<file path="src/rtl/wb_arbiter_2m.sv">
// Two-master Wishbone arbiter: round-robin grant held for a whole CYC cycle.
// Optional watchdog enabled by defining WB_ARB_TIMEOUT_EN.
module wb_arbiter_2m #(
   parameter int unsigned ADDR_W  = 32,
   parameter int unsigned DATA_W  = 32,
   parameter int unsigned SEL_W   = DATA_W / 8,
   parameter int unsigned TGD_W   = 1,
   parameter int unsigned TGC_W   = 1,
   parameter int unsigned TIMEOUT = 255
) (
   input  logic              clk_i,
   input  logic              rst_n_i,
   // master 0
   input  logic              m0_cyc_i,
   input  logic              m0_stb_i,
   input  logic              m0_we_i,
   input  logic [ADDR_W-1:0] m0_adr_i,
   input  logic [SEL_W-1:0]  m0_sel_i,
   input  logic [DATA_W-1:0] m0_dat_i,
   input  logic [TGD_W-1:0]  m0_tgd_i,
   input  logic [TGC_W-1:0]  m0_tgc_i,
   output logic [DATA_W-1:0] m0_dat_o,
   output logic [TGD_W-1:0]  m0_tgd_o,
   output logic              m0_ack_o,
   output logic              m0_err_o,
   output logic              m0_rty_o,
   // master 1
   input  logic              m1_cyc_i,
   input  logic              m1_stb_i,
   input  logic              m1_we_i,
   input  logic [ADDR_W-1:0] m1_adr_i,
   input  logic [SEL_W-1:0]  m1_sel_i,
   input  logic [DATA_W-1:0] m1_dat_i,
   input  logic [TGD_W-1:0]  m1_tgd_i,
   input  logic [TGC_W-1:0]  m1_tgc_i,
   output logic [DATA_W-1:0] m1_dat_o,
   output logic [TGD_W-1:0]  m1_tgd_o,
   output logic              m1_ack_o,
   output logic              m1_err_o,
   output logic              m1_rty_o,
   // slave
   output logic              s_cyc_o,
   output logic              s_stb_o,
   output logic              s_we_o,
   output logic [ADDR_W-1:0] s_adr_o,
   output logic [SEL_W-1:0]  s_sel_o,
   output logic [DATA_W-1:0] s_dat_o,
   output logic [TGD_W-1:0]  s_tgd_o,
   output logic [TGC_W-1:0]  s_tgc_o,
   input  logic [DATA_W-1:0] s_dat_i,
   input  logic [TGD_W-1:0]  s_tgd_i,
   input  logic              s_ack_i,
   input  logic              s_err_i,
   input  logic              s_rty_i,
   // grant status {m1,m0}
   output logic [1:0]        gnt_o
);

   if (TIMEOUT < 2) begin : g_timeout_range
      $error("wb_arbiter_2m: TIMEOUT must be >= 2");
   end

   // Encoding doubles as the one-hot grant vector.
   typedef enum logic [1:0] {
      IDLE = 2'b00,
      GNT0 = 2'b01,
      GNT1 = 2'b10
   } state_t;

   state_t state_q, state_d;
   logic   last_q, last_d;
   logic   stb_mux;
   logic   wd_fire;

   always_ff @(posedge clk_i or negedge rst_n_i) begin
      if (!rst_n_i) begin
         state_q <= IDLE;
         last_q  <= 1'b1;
      end else begin
         state_q <= state_d;
         last_q  <= last_d;
      end
   end

   always_comb begin
      state_d = state_q;
      last_d  = last_q;
      case (state_q)
         IDLE: begin
            if (m0_cyc_i && m1_cyc_i)
               state_d = last_q ? GNT0 : GNT1;
            else if (m0_cyc_i)
               state_d = GNT0;
            else if (m1_cyc_i)
               state_d = GNT1;
         end
         GNT0: begin
            if (!m0_cyc_i) begin
               state_d = IDLE;
               last_d  = 1'b0;
            end
         end
         GNT1: begin
            if (!m1_cyc_i) begin
               state_d = IDLE;
               last_d  = 1'b1;
            end
         end
         default: state_d = IDLE;
      endcase
   end

   // Address/data path defaults to m0 so only cyc/stb need gating when idle.
   always_comb begin
      s_cyc_o = 1'b0;
      stb_mux = 1'b0;
      s_we_o  = m0_we_i;
      s_adr_o = m0_adr_i;
      s_sel_o = m0_sel_i;
      s_dat_o = m0_dat_i;
      s_tgd_o = m0_tgd_i;
      s_tgc_o = m0_tgc_i;
      if (state_q == GNT0) begin
         s_cyc_o = m0_cyc_i;
         stb_mux = m0_stb_i;
      end else if (state_q == GNT1) begin
         s_cyc_o = m1_cyc_i;
         stb_mux = m1_stb_i;
         s_we_o  = m1_we_i;
         s_adr_o = m1_adr_i;
         s_sel_o = m1_sel_i;
         s_dat_o = m1_dat_i;
         s_tgd_o = m1_tgd_i;
         s_tgc_o = m1_tgc_i;
      end
   end

`ifdef WB_ARB_TIMEOUT_EN
   localparam int unsigned     WD_W    = $clog2(TIMEOUT + 1);
   localparam logic [WD_W-1:0] WD_LAST = WD_W'(TIMEOUT - 1);

   logic [WD_W-1:0] wd_q;
   logic            term;
   logic            wd_run;

   assign term    = s_ack_i | s_err_i | s_rty_i;
   assign wd_run  = (state_q != IDLE) && stb_mux && !term;
   // A genuine termination in the expiry clock suppresses the synthetic err.
   assign wd_fire = wd_run && (wd_q == WD_LAST);

   always_ff @(posedge clk_i or negedge rst_n_i) begin
      if (!rst_n_i)
         wd_q <= '0;
      else if (!wd_run || wd_fire || (state_d != state_q))
         wd_q <= '0;
      else
         wd_q <= wd_q + 1'b1;
   end
`else
   assign wd_fire = 1'b0;
`endif

   assign s_stb_o  = stb_mux & ~wd_fire;
   assign gnt_o    = state_q;

   assign m0_dat_o = s_dat_i;
   assign m0_tgd_o = s_tgd_i;
   assign m1_dat_o = s_dat_i;
   assign m1_tgd_o = s_tgd_i;

   assign m0_ack_o = (state_q == GNT0) & s_ack_i;
   assign m0_err_o = (state_q == GNT0) & (s_err_i | wd_fire);
   assign m0_rty_o = (state_q == GNT0) & s_rty_i;
   assign m1_ack_o = (state_q == GNT1) & s_ack_i;
   assign m1_err_o = (state_q == GNT1) & (s_err_i | wd_fire);
   assign m1_rty_o = (state_q == GNT1) & s_rty_i;

endmodule

</file>
<file path="config.mk">
export PLATFORM = sky130hd
export DESIGN_NAME = wb_arbiter_2m
export DESIGN_NICKNAME = d
export VERILOG_FILES = /design/src/rtl/wb_arbiter_2m.sv
export SDC_FILE = /design/constraint.sdc
export NUM_CORES = 1
export LEC_CHECK = 0
export BUFFER_PORTS_ARGS = -buffer_cell sky130_fd_sc_hd__buf_2
export CAP_MARGIN = 10
export CORE_AREA = 2 2 127 129
export DETAILED_ROUTE_END_ITERATION = 16
export DIE_AREA = 0 0 129 131
export GPL_ROUTABILITY_DRIVEN = 0
export PLACE_DENSITY = 0.47
export SYNTH_ARGS = -nofsm -noshare
export SYNTH_HDL_FRONTEND = slang
export SYNTH_SLANG_ARGS = --single-unit
</file>
<file path="constraint.sdc">
create_clock -name clk_i -period 1.7 [get_ports clk_i]
set_input_delay 0.17 -clock clk_i [delete_from_list [all_inputs] [get_ports clk_i]]
set_output_delay 0.17 -clock clk_i [all_outputs]
set_load 0.05 [all_outputs]
</file>
==> results.py, run 1 <==
metrics = {
    "outcome": {
        "outcome": "finished, violations left",
        "violations": "setup timing",
    },
    "synthesis": {
        "synth_compound_area_share_pct": 2.30,
        "seq_area_frac_synth_pct": 4.25,
        "syn_inst": 168,
        "synth_adder_area_share_pct": 0,
        "syn_area_um2": 1800,
        "synth_top_area_share_pct": 38.5,
        "synthesis.nets": 352,
        "synth_top_family_by_area": "multiplexers",
        "yosys.area_share.simple_pct": 4.04,
        "synthDistinctLibCells": 19,
        "synth-seq-cells": 3,
        "yosysWarnings": 0,
        "synth-xor-area-share_pct": 0,
        "synthMuxAreaShare_pct": 54.1,
        "yosysTopAreaCell": "mux2_4",
        "syn_area_per_cell_um2": 10.7,
        "synthTopCellsByArea": "mux2_4 (38%), buf_4 (28%), mux2_2 (16%), buf_12 (5.6%), dfrtp_1 (2.8%)",
    },
    "setup_path": {
        "critPathLaunch": "gnt_o[0]",
        "start_kind": "flip-flop",
        "arrival_ps": 1620,
        "critPathMaxFanout": 14,
        "worst_ep_required_time_ps": 1530,
        "end_kind": "output pin",
        "r2r_cells": 3,
        "criticalPathCategory": "flip-flop to output pin",
        "r2r-start": "gnt_o[0]",
    },
    "final_layout": {
        "drive_gt1_share_pct": 95.7,
        "design_area_um2": 3510,
        "fin_nets": 533,
        "seq_area_um2": 77.6,
        "n_fill_cell": 1674,
        "multi_input_area_um2": 1170,
        "mostFrequentLayoutCell": "buf_2",
        "layout_common_cells": "buf_2 (160), mux2_4 (66), buf_6 (48), buf_8 (19), buf_4 (14)",
        "final_core_util_pct": 22.5,
        "antenna_cells": 0,
        "area_growth_pct": 95.7,
    },
    "drt": {
        "ant_nets": 0,
        "drt_iter0_markers": 48,
        "drc_errors": 0,
        "routed_via_density": 3.29,
        "finalWirelength_um": 7090,
        "dr.pass1.iters": 4,
        "wl_per_cell_um": 12.6,
        "vias": 1855,
    },
    "floorplan": {
        "fp.dieW_um": 129,
        "core_um2": 15600,
        "rows": 46,
        "die_h_um": 131,
        "pin_count": 331,
        "die_area_um2": 16900,
        "start_util_pct": 11.5,
    },
    "clocking": {
        "cts-root-buf": "clkbuf_16",
        "cts_made_buffers": 3,
        "cts.sinks": 3,
        "clkSlewWorstSetupHoldPaths_ps": 30,
        "htree_levels": 1,
        "clock_latency_ps": 220,
        "cts_tree": "done",
        "cts_max_path_buffers": 2,
    },
    "placement": {
        "dp_hpwl_um": 5460,
        "dp_slack_ps": 48.1,
        "placed_area_um2": 2710,
        "port_buffers": 231,
    },
    "global_routing": {
        "antenna_found_initial": 0,
        "overflow": 0,
        "grt_pass1_vias": 1733,
        "grt_pass1_wl_um": 9040,
        "grt_max_degree": 17,
        "grt_usage_pct": 6.81,
    },
    "sta": {
        "rsz0062_at_grt": "true",
        "hold_viol_final": 0,
        "fin_crit_ps": 1790,
        "slew_headroom_pct": 82.8,
        "period_share_pct": 105,
        "maxSlewViolCount": 0,
        "skew_ps": 1.56,
        "worst_pin_slew_ps": 260,
        "max_freq_ghz": 0.560,
        "hold_ws_ps": 244,
        "fin_ws_ps": -86.1,
        "setup_violations": 67,
    },
    "worst_hold_path": {
        "holdPathStages": 3,
        "hold_path_class": "primary input to flip-flop",
        "hp-start": "m0_cyc_i",
    },
    "power_and_ir_drop": {
        "power_density_nw_per_um2": 750,
        "power_mw": 2.64,
        "vdd_drop_max_mv": 0.553,
        "p_leak_nw": 1.84,
    },
    "flow_run": {
        "maxCapViolCount": 0,
    },
}
-- cell usage after synthesis --
cell type	n
buf_4	68
mux2_4	46
mux2_2	25
and2_1	6
buf_12	5
o21ai_0	3
a21oi_1	2
dfrtp_1	2
a22o_1	1
and2b_1	1
buf_8	1
dfstp_2	1
inv_1	1
inv_2	1
nand2_1	1
nand2b_1	1
nor2_4	1
nor2b_1	1
o21a_1	1
-- cell families (layout without fill, tap and decap cells) --
group                  Yosys count  after routing
AO/OA/AOI/OAI                    7              7
multiplexers                    71             71
buffers and inverters           76            256
AND/OR/NAND/NOR                 11             11
flip-flops                       3              3
-- cell type report --
cell class | count | area share, %
Inverter | 2 | 0.214
Tap cell | 216 | 7.69
Sequential cell | 3 | 2.21
Timing Repair Buffer | 250 | 54.3
Clock buffer | 4 | 2.24
Multi-Input combinational cell | 89 | 33.3
-- power by group --
| part | internal, mW | total, mW | switching [mW] |
|---|---|---|---|
| sequential | 0.0908 | 0.102 | 0.0116 |
| clock | 0.310 | 0.375 | 0.0657 |
| combinational | 0.980 | 2.16 | 1.18 |
-- per-layer routing --
metal	global-route usage, %	wire length (um)	vias up	share of wire, %
li1	-	-	873	-
met1	8.66	2910	788	41
met2	10.6	3170	189	45
met3	3.34	972	5	14
met4	1.09	28	0	0.40
met5	0	0	-	0
-- registers in the layout, indices dropped and copies added (netlist names) --
register,cells
gnt_o,2
last_q,1
-- through the flow --
stage,cells,setup TNS [ps]
2_1_floorplan,168,0
3_3_place_gp,550,0
3_5_place_dp,550,0
4_1_cts,562,-3630
5_1_grt,564,-7090
6_report,564,-3460
-- what timing repair did --
action,4_1_cts,5_1_grt
endpoints found under the setup margin,75,75
pin swaps,1,1
setup buffers,5,1
hold buffers,1,0
hold endpoints to repair,3,0
resized for setup,141,43
cloned,2,1
-- worst paths after layout --
check                                   to  slack (ps)
worst max-delay path            s_dat_o[6]         -90
worst min-delay path                last_q         240
worst max register to register    gnt_o[0]         680
worst min register to register    gnt_o[1]         520
max in group asynchronous           last_q        1240
min in group asynchronous         gnt_o[0]         270
-- critical path, stage by stage (launching register included) --
cell and delay [ps]:
dfrtp_1 390, nor2_4 180, buf_12 170, buf_12 160, mux2_4 320, buf_6 150
Note: power is estimated with default switching activity, not from simulation.
==> run 2, diff against run 1 <==
--- a/config.mk
+++ b/config.mk
@@ -12,6 +12,7 @@
 export DIE_AREA = 0 0 129 131
 export GPL_ROUTABILITY_DRIVEN = 0
 export PLACE_DENSITY = 0.47
+export SETUP_SLACK_MARGIN = 0.4
 export SYNTH_ARGS = -nofsm -noshare
 export SYNTH_HDL_FRONTEND = slang
 export SYNTH_SLANG_ARGS = --single-unit
==> run 2 against run 1 <==
- the run still ends with setup timing left
- register-to-register slack gained 20 ps
- first-iteration DRC count shrank 29%
- sequential share of layout area increased by 0.080 points
- final cell count decreased by 0.18%
- die area stayed put
- clock power about the same
- largest cell class unchanged
- non-clock buffer count decreased by 1
- fmax fell by 0.84%
- setup slack got worse by 15 ps
- hold slack better by 34 ps
==> results.py, run 2 (synthesis results as in run 1) <==
metrics = {
    "final_layout": {
        "largest_reg_flops": 2,
        "mostFrequentLayoutCell": "buf_2",
        "fin_nets": 532,
        "drive_gt1_share_pct": 97.1,
        "n_fill_cell": 1664,
        "design_area_um2": 3450,
        "layout_common_cells": "buf_2 (152), buf_6 (71), mux2_4 (59), buf_4 (15), mux2_2 (12)",
        "final_core_util_pct": 22.1,
        "antenna_cells": 0,
        "area_growth_pct": 92.0,
    },
    "setup_path": {
        "crit_chain": "nor2_4, buf_12, buf_4, mux2_4, buf_4",
        "worst_ep_required_time_ps": 1530,
        "critPathMaxFanout": 12,
        "arrival_ps": 1630,
        "start_kind": "flip-flop",
        "cpLargestDelayFamily": "buffers and inverters",
        "r2r_cells": 4,
        "cpPeakStageDelay_ps": 430,
        "crit_top_cell": "buf_4",
        "criticalPathCategory": "flip-flop to output pin",
        "cp.depth": 5,
        "crit_buf_inv": 3,
        "end_kind": "output pin",
        "crit_slowest_cell": "dfrtp_2",
    },
    "clocking": {
        "htree_levels": 1,
        "cts_max_path_buffers": 2,
        "clkSlewWorstSetupHoldPaths_ps": 30,
        "cts-root-buf": "clkbuf_16",
        "cts_made_buffers": 3,
        "cts.sinks": 3,
        "clock_latency_ps": 220,
        "cts_tree": "done",
    },
    "floorplan": {
        "fp.dieW_um": 129,
        "core_um2": 15600,
        "rows": 46,
        "start_util_pct": 11.5,
        "die_area_um2": 16900,
        "die_h_um": 131,
        "pin_count": 331,
    },
    "drt": {
        "top_layer": "met4",
        "vias": 1845,
        "drt-met1-wl_um": 2390,
        "ant_nets": 0,
        "routed_via_density": 3.28,
        "wl_met2_um": 3360,
        "dr.pass1.iters": 4,
        "wl_per_cell_um": 11.9,
        "wl_met3_um": 883,
        "drt_iter0_markers": 34,
        "finalWirelength_um": 6670,
        "drc_errors": 0,
    },
    "sta": {
        "setup_violations": 62,
        "skew_ps": 0.0183,
        "maxSlewViolCount": 0,
        "fin_crit_ps": 1800,
        "rsz0062_at_grt": "true",
        "fin_ws_ps": -101,
        "slew_headroom_pct": 83.4,
        "period_share_pct": 106,
        "worst_pin_slew_ps": 251,
        "hold_viol_final": 0,
        "max_freq_ghz": 0.555,
    },
    "global_routing": {
        "antenna_found_initial": 0,
        "grt_pass1_vias": 1841,
        "overflow": 0,
        "grt_max_degree": 27,
        "grt_usage_pct": 6.60,
        "grt_pass1_wl_um": 8920,
    },
    "outcome": {
        "outcome": "finished, violations left",
        "violations": "setup timing",
    },
    "power_and_ir_drop": {
        "power_density_nw_per_um2": 746,
        "vdd_drop_max_mv": 0.560,
        "p_leak_nw": 1.79,
    },
    "flow_run": {
        "maxCapViolCount": 0,
    },
    "placement": {
        "dp_hpwl_um": 5480,
        "port_buffers": 231,
        "placed_area_um2": 2770,
    },
    "worst_hold_path": {
        "hold_path_class": "primary input to asynchronous set/reset pin",
    },
}
==> run 2: what timing repair did <==
| action | 4_1_cts | 5_1_grt |
|---|---|---|
| gates cloned | 0 | 0 |
| buffers inserted | 7 | 0 |
| pin swaps | 4 | 0 |
| gates resized for setup | 164 | 8 |
| hold endpoints to repair | 3 | 0 |
| endpoints found under the setup margin | 79 | 79 |
| hold buffers | 1 | 0 |
==> run 2: routing by layer <==
layer  global-route usage [%]  vias to the layer above
met4                     1.34                        0
met5                        0                        -
met3                     3.34                        4
met1                     7.21                      801
met2                     11.6                      175
li1                         -                      865
==> run 2: area by class of cell <==
type	instances	area [um2]	share of cell area, %
Inverter	2	7.51	0.218
Multi-Input combinational cell	89	1160	33.8
Clock buffer	4	78.8	2.29
Tap cell	216	270	7.84
Sequential cell	3	78.8	2.29
Timing Repair Buffer	249	1850	53.6
==> run 2: per-stage QoR <==
step / worst slack (ps) / std cells / total power [mW] / hold WS (ps) / TNS, ps
after floorplan: 95.7 / 168 / 1.88 / -126 / 0
after global placement: 70.4 / 551 / 1.82 / -31.1 / 0
after detailed placement: 37.1 / 551 / 1.83 / -30.2 / 0
after CTS: -114 / 563 / 2.56 / 264 / -3670
after global routing: -154 / 563 / 2.68 / 279 / -6420
final: -101 / 563 / 2.57 / 277 / -2880
==> run 2: final timing paths <==
| path | start | endpoint | slack, ps |
|---|---|---|---|
| worst max register to register | gnt_o[1] | gnt_o[0] | 700 |
| worst min-delay path | rst_n_i | gnt_o[1] | 280 |
| max in group asynchronous | rst_n_i | last_q | 1230 |
| worst min register to register | last_q | gnt_o[1] | 530 |
| worst max-delay path | gnt_o[0] | s_dat_o[27] | -100 |
| min in group clk_i | m0_cyc_i | last_q | 280 |
==> run 2: report_power, final <==
part           leakage [nW]  internal [mW]  switching (mW)  total [mW]
clock network        0.0382          0.310          0.0668       0.376
registers            0.0334         0.0915          0.0143       0.106
logic                  1.72          0.938            1.15        2.09
total                  1.79           1.34            1.23        2.57
==> run 2: worst reg2reg max path, cell delays in order (launching register included) <==
cell	delay (ps)
dfrtp_2	400
buf_4	140
buf_6	110
nor2b_1	140
o21a_1	140
==> run 3, diff against run 2 <==
--- a/config.mk
+++ b/config.mk
@@ -8,6 +8,7 @@
 export BUFFER_PORTS_ARGS = -buffer_cell sky130_fd_sc_hd__buf_2
 export CAP_MARGIN = 10
 export CORE_AREA = 2 2 127 129
+export CTS_BUF_LIST = sky130_fd_sc_hd__clkbuf_8
 export DETAILED_ROUTE_END_ITERATION = 16
 export DIE_AREA = 0 0 129 131
 export GPL_ROUTABILITY_DRIVEN = 0
==> constraint.sdc (replaced) <==
create_clock -name clk_i -period 1.7 [get_ports clk_i]
set_input_delay 0.17 -clock clk_i [delete_from_list [all_inputs] [get_ports clk_i]]
set_output_delay 0.17 -clock clk_i [all_outputs]
set_load 0.02 [all_outputs]
==> run 3 against run 2 <==
- the run still ends with setup timing left
- critical path depth grew 1
- combinational power shrank 35%
- routed wire length shrank 9.2%
- flip-flop and latch count is the same
- die area is the same
- global-route usage shrank 0.69 points
- clock power shrank 47%
- setup slack gained 39 ps
- final area shrank 11%
- critical endpoint is now s_adr_o[23]
- largest cell class unchanged
==> results.py, run 3 (synthesis results as in run 1) <==
metrics = {
    "outcome": {
        "outcome": "finished, violations left",
        "violations": "setup timing",
    },
    "final_layout": {
        "multi_input_area_um2": 1130,
        "layout_common_cells": "buf_2 (200), mux2_4 (51), buf_6 (28), mux2_2 (20), buf_4 (16)",
        "drive_gt1_share_pct": 96.5,
        "largest_reg_flops": 2,
        "design_area_um2": 3050,
        "final_core_util_pct": 19.6,
        "area_growth_pct": 70.1,
        "fin_nets": 532,
        "final_cells": 563,
        "mostFrequentLayoutCell": "buf_2",
        "seq_area_um2": 78.8,
        "antenna_cells": 0,
        "n_fill_cell": 1730,
    },
    "global_routing": {
        "antenna_found_initial": 0,
        "grt_usage_pct": 5.92,
        "overflow": 0,
        "grt_pass1_vias": 1706,
        "grt_max_degree": 28,
        "grt_pass1_wl_um": 7970,
    },
    "drt": {
        "dr.pass1.iters": 2,
        "wl_per_cell_um": 10.8,
        "vias": 1839,
        "drc_errors": 0,
        "routed_via_density": 3.27,
        "finalWirelength_um": 6060,
        "drt_iter0_markers": 15,
        "ant_nets": 0,
    },
    "sta": {
        "rsz0062_at_grt": "true",
        "fin_crit_ps": 1760,
        "slew_headroom_pct": 86.9,
        "skew_ps": 0.547,
        "worst_pin_slew_ps": 194,
        "period_share_pct": 104,
        "setup_violations": 57,
        "max_freq_ghz": 0.567,
        "maxSlewViolCount": 0,
        "hold_viol_final": 0,
        "fin_ws_ps": -62.4,
        "hold_ws_ps": 242,
    },
    "setup_path": {
        "r2r_cells": 3,
        "start_kind": "flip-flop",
        "end_kind": "output pin",
        "criticalPathCategory": "flip-flop to output pin",
        "arrival_ps": 1590,
        "critPathMaxFanout": 13,
        "worst_ep_required_time_ps": 1530,
        "r2r_slack_ps": 690,
    },
    "clocking": {
        "clkSlewWorstSetupHoldPaths_ps": 30,
        "htree_levels": 1,
        "cts_made_buffers": 3,
        "cts.sinks": 3,
        "clock_latency_ps": 210,
        "cts_max_path_buffers": 2,
        "cts_tree": "done",
        "cts-root-buf": "clkbuf_8",
    },
    "power_and_ir_drop": {
        "vdd_drop_max_mv": 0.487,
        "p_leak_nw": 1.65,
        "power_density_nw_per_um2": 545,
    },
    "worst_hold_path": {
        "holdPathStages": 3,
        "hold_path_class": "primary input to flip-flop",
    },
    "floorplan": {
        "core_um2": 15600,
        "pin_count": 331,
        "rows": 46,
        "die_h_um": 131,
        "die_area_um2": 16900,
        "fp.dieW_um": 129,
        "start_util_pct": 11.5,
    },
    "flow_run": {
        "maxCapViolCount": 0,
    },
    "placement": {
        "placed_area_um2": 2750,
        "port_buffers": 231,
        "placed_cells": 554,
        "dp_hpwl_um": 5310,
    },
}
[run 3: changes by cell type in the layout (fill, tap and decap cells not counted), moves of 3 or more]
cell | previous run | this run
buf_2 | 152 | 200
buf_8 | 7 | 0
mux2_2 | 12 | 20
clkbuf_8 | 0 | 3
clkbuf_16 | 3 | 0
mux2_4 | 59 | 51
buf_6 | 71 | 28
[run 3: final timing paths]
path                            startpoint          end
worst max-delay path              gnt_o[1]  s_adr_o[23]
worst min-delay path              m0_cyc_i       last_q
worst max register to register    gnt_o[0]     gnt_o[0]
worst min register to register      last_q       last_q
max in group asynchronous          rst_n_i       last_q
min in group asynchronous          rst_n_i     gnt_o[0]
[run 3: final cells by class]
cell class                 instances  share of cell area [%]
sequential                         3                    2.58
multi-input combinational         89                    36.9
inverter                           2                   0.246
clock inverter                     1                   0.123
timing repair buffer             249                    50.0
clock buffer                       3                    1.35
tap                              216                    8.85
[run 3: per-layer routing]
metal,track usage [%],part of all wire [%]
met5,0,0
met4,0.767,0
met3,2.85,14
met1,7.11,39
met2,9.87,47
[run 3: report_power, final]
group / internal (mW) / total, mW / leakage, nW / switching [mW]
clock network: 0.154 / 0.200 / 0.0269 / 0.0461
registers: 0.0915 / 0.107 / 0.0334 / 0.0153
logic: 0.750 / 1.36 / 1.58 / 0.608
total: 0.995 / 1.66 / 1.65 / 0.669
[run 3: through the flow]
step	setup TNS [ps]	power (mW)	setup slack (ps)
final	-2010	1.66	-62.4
after global routing	-5940	1.77	-120
after CTS	-3690	1.63	-89.9
after detailed placement	0	1.33	123
after global placement	0	1.33	135
after floorplan	0	1.15	284
[run 3: critical path: stages, from the launching register on]
cell,delay [ps]
dfrtp_2,390
inv_2,60
nor2_4,140
buf_12,160
buf_12,160
mux2_4,300
buf_2,160
[run 3: what timing repair did]
item / 4_1_cts / 5_1_grt
hold buffers: 1 / 0
endpoints found under the setup margin: 79 / 79
pin swaps: 3 / 0
hold endpoints to repair: 3 / 0
gates resized for setup: 34 / 32
setup buffers: 4 / 0
